==> src/rtl/paint_engine_if.sv <==
// Command and pixel-write bus for the rectangle paint engine.
// The master issues drawing commands and receives the framebuffer write stream;
// the slave (the engine) accepts commands and produces the writes.
`timescale 1ns/1ps
interface paint_engine_if #(
    parameter int COORD_W   = 11,
    parameter int PALETTE_W = 2
) ();

    logic                 cmd_valid;
    logic                 cmd_ready;
    logic [1:0]           cmd_mode;
    logic [COORD_W-1:0]   cmd_x0;
    logic [COORD_W-1:0]   cmd_y0;
    logic [COORD_W-1:0]   cmd_x1;
    logic [COORD_W-1:0]   cmd_y1;
    logic [PALETTE_W-1:0] cmd_palette;

    logic [COORD_W-1:0]   write_x;
    logic [COORD_W-1:0]   write_y;
    logic [PALETTE_W-1:0] write_palette;
    logic                 write_en;
    logic                 busy;
    logic                 done;

    modport master (
        output cmd_valid,
        output cmd_mode,
        output cmd_x0,
        output cmd_y0,
        output cmd_x1,
        output cmd_y1,
        output cmd_palette,
        input  cmd_ready,
        input  write_x,
        input  write_y,
        input  write_palette,
        input  write_en,
        input  busy,
        input  done
    );

    modport slave (
        input  cmd_valid,
        input  cmd_mode,
        input  cmd_x0,
        input  cmd_y0,
        input  cmd_x1,
        input  cmd_y1,
        input  cmd_palette,
        output cmd_ready,
        output write_x,
        output write_y,
        output write_palette,
        output write_en,
        output busy,
        output done
    );

endinterface

==> src/rtl/paint_engine.sv <==
// Rectangle paint engine: takes CLEAR / FILL / OUTLINE / NOP commands and emits
// one framebuffer pixel visit per cycle in raster order. Corners are sorted and
// clamped at acceptance; rectangles lying fully off-screen collapse into a NOP.
// The interface instance must use the same COORD_W and PALETTE_W as this module.
`timescale 1ns/1ps
module paint_engine #(
    parameter int SCREEN_W  = 800,
    parameter int SCREEN_H  = 600,
    parameter int COORD_W   = 11,
    parameter int PALETTE_W = 2
) (
    input  logic          clk_33m,
    input  logic          rst,
    paint_engine_if.slave bus
);

    localparam logic [COORD_W-1:0] MAX_X = COORD_W'(SCREEN_W - 1);
    localparam logic [COORD_W-1:0] MAX_Y = COORD_W'(SCREEN_H - 1);
    localparam logic [COORD_W-1:0] ONE   = COORD_W'(1);

    typedef enum logic {
        ST_IDLE,
        ST_RUN
    } state_t;

    typedef enum logic [1:0] {
        MODE_CLEAR   = 2'd0,
        MODE_FILL    = 2'd1,
        MODE_OUTLINE = 2'd2,
        MODE_NOP     = 2'd3
    } mode_t;

    state_t               r_state;
    state_t               w_state_next;

    logic                 r_alive;
    logic [COORD_W-1:0]   r_xa;
    logic [COORD_W-1:0]   r_xb;
    logic [COORD_W-1:0]   r_ya;
    logic [COORD_W-1:0]   r_yb;
    logic [COORD_W-1:0]   r_cx;
    logic [COORD_W-1:0]   r_cy;
    logic                 r_outline;
    logic [PALETTE_W-1:0] r_palette;

    logic [COORD_W-1:0]   r_wr_x;
    logic [COORD_W-1:0]   r_wr_y;
    logic [PALETTE_W-1:0] r_wr_palette;
    logic                 r_wr_en;
    logic                 r_done;

    mode_t                w_mode;
    logic [COORD_W-1:0]   w_sx_lo;
    logic [COORD_W-1:0]   w_sx_hi;
    logic [COORD_W-1:0]   w_sy_lo;
    logic [COORD_W-1:0]   w_sy_hi;
    logic [COORD_W-1:0]   w_xa;
    logic [COORD_W-1:0]   w_xb;
    logic [COORD_W-1:0]   w_ya;
    logic [COORD_W-1:0]   w_yb;
    logic                 w_cmd_nop;

    logic                 w_ready;
    logic                 w_last;
    logic                 w_load;
    logic                 w_step;
    logic                 w_finish;
    logic                 w_nop_done;

    logic [COORD_W-1:0]   w_nx;
    logic [COORD_W-1:0]   w_ny;
    logic                 w_on_edge;

    // cmd_ready stays low through reset and the first edge after it
    assign w_ready = (r_state == ST_IDLE) && r_alive;

    assign bus.cmd_ready     = w_ready;
    assign bus.busy          = (r_state == ST_RUN);
    assign bus.done          = r_done;
    assign bus.write_en      = r_wr_en;
    assign bus.write_x       = r_wr_x;
    assign bus.write_y       = r_wr_y;
    assign bus.write_palette = r_wr_palette;

    // Sort and clamp the incoming corners; CLEAR overrides them with the full screen
    always_comb begin
        w_mode    = mode_t'(bus.cmd_mode);
        w_sx_lo   = (bus.cmd_x0 < bus.cmd_x1) ? bus.cmd_x0 : bus.cmd_x1;
        w_sx_hi   = (bus.cmd_x0 < bus.cmd_x1) ? bus.cmd_x1 : bus.cmd_x0;
        w_sy_lo   = (bus.cmd_y0 < bus.cmd_y1) ? bus.cmd_y0 : bus.cmd_y1;
        w_sy_hi   = (bus.cmd_y0 < bus.cmd_y1) ? bus.cmd_y1 : bus.cmd_y0;
        w_xa      = w_sx_lo;
        w_ya      = w_sy_lo;
        w_xb      = (w_sx_hi > MAX_X) ? MAX_X : w_sx_hi;
        w_yb      = (w_sy_hi > MAX_Y) ? MAX_Y : w_sy_hi;
        w_cmd_nop = (w_mode == MODE_NOP) || (w_xa > MAX_X) || (w_ya > MAX_Y);
        if (w_mode == MODE_CLEAR) begin
            w_xa      = '0;
            w_ya      = '0;
            w_xb      = MAX_X;
            w_yb      = MAX_Y;
            w_cmd_nop = 1'b0;
        end
    end

    // Next-state decode: accept in IDLE, scan in RUN until the bottom-right corner
    always_comb begin
        w_state_next = r_state;
        w_load       = 1'b0;
        w_nop_done   = 1'b0;
        w_step       = 1'b0;
        w_finish     = 1'b0;
        w_last       = (r_cx == r_xb) && (r_cy == r_yb);
        case (r_state)
            ST_IDLE: begin
                if (w_ready && bus.cmd_valid) begin
                    if (w_cmd_nop) begin
                        w_nop_done = 1'b1;
                    end else begin
                        w_load       = 1'b1;
                        w_state_next = ST_RUN;
                    end
                end
            end
            ST_RUN: begin
                if (w_last) begin
                    w_finish     = 1'b1;
                    w_state_next = ST_IDLE;
                end else begin
                    w_step = 1'b1;
                end
            end
            default: w_state_next = ST_IDLE;
        endcase
    end

    // Raster step: wrap to xa on the next row, and flag pixels on the outline border
    always_comb begin
        if (r_cx == r_xb) begin
            w_nx = r_xa;
            w_ny = r_cy + ONE;
        end else begin
            w_nx = r_cx + ONE;
            w_ny = r_cy;
        end
        w_on_edge = (w_nx == r_xa) || (w_nx == r_xb) || (w_ny == r_ya) || (w_ny == r_yb);
    end

    // State register
    always_ff @(posedge clk_33m) begin
        if (rst) begin
            r_state <= ST_IDLE;
        end else begin
            r_state <= w_state_next;
        end
    end

    // Command capture, scan counters and the registered write port
    always_ff @(posedge clk_33m) begin
        if (rst) begin
            r_alive      <= 1'b0;
            r_xa         <= '0;
            r_xb         <= '0;
            r_ya         <= '0;
            r_yb         <= '0;
            r_cx         <= '0;
            r_cy         <= '0;
            r_outline    <= 1'b0;
            r_palette    <= '0;
            r_wr_x       <= '0;
            r_wr_y       <= '0;
            r_wr_palette <= '0;
            r_wr_en      <= 1'b0;
            r_done       <= 1'b0;
        end else begin
            r_alive <= 1'b1;
            r_wr_en <= 1'b0;
            r_done  <= w_nop_done || w_finish;
            if (w_load) begin
                r_xa         <= w_xa;
                r_xb         <= w_xb;
                r_ya         <= w_ya;
                r_yb         <= w_yb;
                r_cx         <= w_xa;
                r_cy         <= w_ya;
                r_outline    <= (w_mode == MODE_OUTLINE);
                r_palette    <= bus.cmd_palette;
                r_wr_x       <= w_xa;
                r_wr_y       <= w_ya;
                r_wr_palette <= bus.cmd_palette;
                r_wr_en      <= 1'b1;
            end
            if (w_step) begin
                r_cx <= w_nx;
                r_cy <= w_ny;
                if (!r_outline || w_on_edge) begin
                    r_wr_x       <= w_nx;
                    r_wr_y       <= w_ny;
                    r_wr_palette <= r_palette;
                    r_wr_en      <= 1'b1;
                end
            end
        end
    end

endmodule

==> src/flat_wrapper.sv <==
// flat-port wrapper written by rule: the top's interface ports become plain ports
module paint_engine_flat 
#(
    parameter int SCREEN_W  = 800,
    parameter int SCREEN_H  = 600,
    parameter int COORD_W   = 11,
    parameter int PALETTE_W = 2
)
  (clk_33m, rst, bus_cmd_valid, bus_cmd_mode, bus_cmd_x0, bus_cmd_y0, bus_cmd_x1, bus_cmd_y1, bus_cmd_palette, bus_cmd_ready, bus_write_x, bus_write_y, bus_write_palette, bus_write_en, bus_busy, bus_done);
  paint_engine_if #(.COORD_W(COORD_W), .PALETTE_W(PALETTE_W)) bus_i ();
  input  logic clk_33m;
  input  logic rst;
  input wire logic [$bits(bus_i.cmd_valid)-1:0] bus_cmd_valid;
  input wire logic [$bits(bus_i.cmd_mode)-1:0] bus_cmd_mode;
  input wire logic [$bits(bus_i.cmd_x0)-1:0] bus_cmd_x0;
  input wire logic [$bits(bus_i.cmd_y0)-1:0] bus_cmd_y0;
  input wire logic [$bits(bus_i.cmd_x1)-1:0] bus_cmd_x1;
  input wire logic [$bits(bus_i.cmd_y1)-1:0] bus_cmd_y1;
  input wire logic [$bits(bus_i.cmd_palette)-1:0] bus_cmd_palette;
  output wire logic [$bits(bus_i.cmd_ready)-1:0] bus_cmd_ready;
  output wire logic [$bits(bus_i.write_x)-1:0] bus_write_x;
  output wire logic [$bits(bus_i.write_y)-1:0] bus_write_y;
  output wire logic [$bits(bus_i.write_palette)-1:0] bus_write_palette;
  output wire logic [$bits(bus_i.write_en)-1:0] bus_write_en;
  output wire logic [$bits(bus_i.busy)-1:0] bus_busy;
  output wire logic [$bits(bus_i.done)-1:0] bus_done;
  assign bus_i.cmd_valid = bus_cmd_valid;
  assign bus_i.cmd_mode = bus_cmd_mode;
  assign bus_i.cmd_x0 = bus_cmd_x0;
  assign bus_i.cmd_y0 = bus_cmd_y0;
  assign bus_i.cmd_x1 = bus_cmd_x1;
  assign bus_i.cmd_y1 = bus_cmd_y1;
  assign bus_i.cmd_palette = bus_cmd_palette;
  assign bus_cmd_ready = bus_i.cmd_ready;
  assign bus_write_x = bus_i.write_x;
  assign bus_write_y = bus_i.write_y;
  assign bus_write_palette = bus_i.write_palette;
  assign bus_write_en = bus_i.write_en;
  assign bus_busy = bus_i.busy;
  assign bus_done = bus_i.done;
  paint_engine #(.SCREEN_W(SCREEN_W), .SCREEN_H(SCREEN_H), .COORD_W(COORD_W), .PALETTE_W(PALETTE_W)) u_core (.clk_33m(clk_33m), .rst(rst), .bus(bus_i));
endmodule
==> config.mk <==
export PLATFORM = sky130hd
export DESIGN_NAME = paint_engine_flat
export DESIGN_NICKNAME = d
export VERILOG_FILES = /design/src/rtl/paint_engine_if.sv /design/src/rtl/paint_engine.sv /design/src/flat_wrapper.sv
export SDC_FILE = /design/constraint.sdc
export NUM_CORES = 1
export LEC_CHECK = 0
export CORE_UTILIZATION = 45
export DETAILED_ROUTE_END_ITERATION = 10
export GPL_ROUTABILITY_DRIVEN = 1
export PLACE_DENSITY = 0.7
export SYNTH_ARGS = -nofsm -noshare
export SYNTH_HDL_FRONTEND = slang
export SYNTH_SLANG_ARGS = --single-unit
==> constraint.sdc <==
create_clock -name clk_33m -period 4.3 [get_ports clk_33m]
set_input_delay 0.43 -clock clk_33m [delete_from_list [all_inputs] [get_ports clk_33m]]
set_output_delay 0.43 -clock clk_33m [all_outputs]
set_load 0.02 [all_outputs]
==> results.py <==
metrics = {
    "synth": {
        "synth_cell_type_count": 64,
        "synth_top_family_by_area": "simple AND/OR/NAND/NOR gates",
        "synth_seq_cells": 97,
        "avgSynthCellArea_sq_um": 7.873,
        "synth_compound_area_frac": 0.2082,
        "async_flop_share": 0,
        "synth-xor-area-share": 0.09924,
        "netlist_area_sq_um": 6708,
        "synthSimpleGateAreaFrac": 0.2201,
        "syn_nets": 925,
        "synthAdderAreaFrac": 0.04104,
        "muxShareOfSynthArea": 0.09065,
        "synth_seq_area_share": 0.2895,
        "ys.flop_type": "dfxtp_1",
        "yosysWarnings": 0,
        "synth_edf_count": 0,
        "postSynthCellCount": 852,
    },
    "final_layout": {
        "fin_nets": 976,
        "num_antenna_cells": 0,
        "layout.cells.non_filler": 1091,
        "layout-drive-gt1-share": 0.07828,
        "syn_to_final_growth_pct": 18.86,
        "final_util": 0.5486,
        "nFillCells": 1403,
    },
    "setup_path": {
        "r2r.worst_path.cells": 11,
        "critPathLaunch": "u_core.r_cx[0]",
        "crit_path_end_kind": "flip-flop",
        "worst-path-max-fanout": 18,
        "crit_chain": "nand2_1 -> a2111oi_4 -> nand3_4 -> or3_1 -> xor2_1 -> o221ai_1 -> nor4_1 -> nand4_1 -> a31oi_4 -> buf_4 -> mux2_2",
        "cp_slowest_cell": "or3_1",
        "crit_arrival_ns": 4.34,
        "crit_path_max_incr_delay_ns": 0.57,
        "required_ns": 4.55,
        "reg2reg_from": "u_core.r_cx[0]",
        "startpoint_type": "flip-flop",
        "criticalPathCategory": "reg -> reg",
    },
    "outcome": {
        "outcome": "finished, final reports clean",
    },
    "pwr": {
        "p_per_area_nw_per_um2": 305.0,
        "p_leak_uw": 0.003077,
        "peakVddDrop_mv": 0.2019,
        "p_total_uw": 2431,
    },
    "worst_hold_path": {
        "min_path_type": "reg -> reg",
        "holdPathStages": 2,
        "hp-start": "u_core.r_outline",
    },
    "global_routing": {
        "grt_pass1_wl_mm": 30.46,
        "grt_max_degree": 55,
        "grt_usage": 0.2574,
        "grt_overflow": 0,
        "antenna_found_initial": 1,
        "grt_pass1_vias": 5672,
    },
    "route": {
        "wl_per_cell_um": 17.30,
        "routed_wl_mm": 18.88,
        "drtIter0Drc": 662,
        "ant_nets": 0,
        "drt-pass1-iter-count": 5,
        "drc": 0,
        "dr_total_vias": 6505,
        "viasPerCell": 5.962,
    },
    "clocking": {
        "cts_max_path_buffers": 2,
        "numCtsBuffers": 9,
        "clock_tree.htree_level_count": 3,
        "cts_root_buffer": "clkbuf_16",
        "cts.sinks": 97,
        "clock_latency_ns": 0.35,
        "clk_pin_slew_ns": 0.07,
        "cts_tree": "yes",
    },
    "floorplan": {
        "fp.coreArea_sq_um": 14530,
        "initial_core_util": 0.4615,
        "die_x_um": 124.1,
        "die_y_um": 124.1,
        "std_cell_rows": 44,
        "fp.dieArea_sq_um": 15400,
        "ios": 79,
    },
    "sta": {
        "fmax_ghz": 0.2444,
        "fin_skew_ns": 0.007655,
        "rsz0062_at_grt": "false",
        "tightest_slew_ns": 1.231,
        "maxSlewViolCount": 0,
        "period_share": 0.9516,
        "setup_viol": 0,
        "slew_headroom": 0.1728,
        "period_needed_ns": 4.092,
        "finalSetupTns_ns": 0,
        "final-hold-violation-count": 0,
    },
    "job": {
        "drv_cap": 0,
    },
    "placement": {
        "io_buffers": 78,
        "place.gp.congestion": 0.9654,
        "post-place-cells": 1076,
        "dp_hpwl_mm": 13.94,
    },
}
-- cells in the mapped netlist, types with 3 or more instances --
cell | number | area [sq um]
o32ai_1 | 7 | 61.31
mux2i_1 | 37 | 370.4
xor2_1 | 29 | 254.0
o32a_1 | 14 | 140.1
a22o_1 | 7 | 61.31
dfxtp_1 | 97 | 1942
nand3b_1 | 5 | 37.54
o22ai_1 | 4 | 25.02
o311ai_0 | 3 | 26.28
ha_1 | 22 | 275.3
or3_1 | 30 | 187.7
a21oi_1 | 68 | 340.3
nand3_1 | 17 | 85.08
and3_1 | 12 | 75.07
nand2b_1 | 6 | 37.54
a211oi_1 | 14 | 105.1
buf_1 | 4 | 15.01
mux2_1 | 6 | 67.56
mux2_2 | 10 | 112.6
nor4_1 | 3 | 18.77
clkbuf_1 | 55 | 206.5
or2_2 | 3 | 18.77
nor3_1 | 15 | 75.07
xnor2_1 | 47 | 411.6
nand4_1 | 12 | 75.07
o21ai_0 | 23 | 115.1
a21o_1 | 7 | 52.55
nor2_1 | 88 | 330.3
nor2b_1 | 5 | 31.28
a311oi_1 | 4 | 35.03
o211ai_1 | 3 | 22.52
nand2_1 | 92 | 345.3
inv_1 | 25 | 93.84
a31oi_1 | 28 | 175.2
and2_1 | 10 | 62.56
-- cells by family after synthesis --
kind of cell,count (synthesis)
buffers and inverters,88
muxes,57
DFF,97
and+or+nand+nor,308
xor gates and xnor gates,76
AOI/OAI and AO/OA,204
adders and majority gates,22
-- sequential cells by signal, summed over array words and instances, names as in the netlist, 2 cells and up --
| name | flops |
|---|---|
| u_core.bus.write_x | 11 |
| u_core.bus.write_y | 11 |
| u_core.r_cx | 11 |
| u_core.r_cy | 11 |
| u_core.r_xa | 11 |
| u_core.r_xb | 11 |
| u_core.r_ya | 11 |
| u_core.r_yb | 11 |
| u_core.bus.write_palette | 2 |
| u_core.r_palette | 2 |
-- placed cells by master (no fill, tap or decap), types with 6 or more instances in the layout --
cell type	n
xnor2_1	47
dfxtp_1	97
a211oi_1	14
and3_1	12
or3_1	30
and2_1	10
inv_1	25
mux2_1	6
ha_1	22
o32a_1	14
nand4_1	12
nand2b_1	6
a22o_1	7
a21o_1	7
nor2_1	87
nand2_1	92
clkbuf_16	9
xor2_1	29
a31oi_1	28
nand3_1	17
mux2_2	10
clkdlybuf4s50_1	77
mux2i_1	37
nor3_1	15
a21oi_1	66
o32ai_1	7
buf_4	25
o21ai_0	23
-- metrics by stage --
step                      area (sq um)  setup slack [ns]  hold slack [ns]
final                             7973            0.2083           0.4562
after global routing              7973           0.04422           0.4756
after CTS                         7973            0.2474           0.4573
after detailed placement          7669            0.2708           0.4494
after global placement            7669            0.2765           0.4446
after floorplan                   6708            0.8451           0.4289
-- report_power, final --
part           internal (uW)  switching [uW]  leakage (uW)  total, uW
clock network            481             356      0.000148        836
logic                    268             376       0.00214        645
registers                921            29.2      0.000784        951
total                   1670             761       0.00308       2430
-- worst max-delay path: cells and delay by family (launching register included) --
kind | cells | cell delay (ns)
DFF | 1 | 0.48
and+or+nand+nor | 5 | 1.64
xor gates and xnor gates | 1 | 0.23
muxes | 1 | 0.37
buffers and inverters | 1 | 0.32
AOI/OAI and AO/OA | 3 | 0.92
-- metal layers --
| metal | routed length, um | GRT usage | vias up |
|---|---|---|---|
| met3 | 1473 | 0.03800 | 24 |
| met5 | 11 | 0 | - |
| met1 | 9090 | 0.3977 | 3035 |
| met4 | 284 | 0.06473 | 2 |
| met2 | 8018 | 0.3657 | 288 |
| li1 | - | - | 3156 |
-- cell type report --
cell class | count | area [sq um] | share of cell area
Timing Repair Buffer | 103 | 963.4 | 0.1208
Tap cell | 184 | 230.2 | 0.02888
Multi-Input combinational cell | 667 | 4439 | 0.5568
Clock inverter | 4 | 51.30 | 0.006434
Clock buffer | 11 | 252.7 | 0.03170
Inverter | 25 | 93.84 | 0.01177
Sequential cell | 97 | 1942 | 0.2436
-- final timing paths --
path | slack, ns | endpoint
worst max register to register | 0.21 | u_core.bus.write_x[1]
worst min register to register | 0.46 | u_core.r_outline
worst min-delay path | 0.46 | u_core.r_outline
worst max-delay path | 0.21 | u_core.bus.write_x[1]
-- repair_timing --
action | 4_1_cts | 5_1_grt
gates resized for setup | 0 | 0
endpoints found under the setup margin | 0 | 9
hold buffers | 0 | 0
setup buffers | 0 | 0
(Power assumes the default switching activity.)
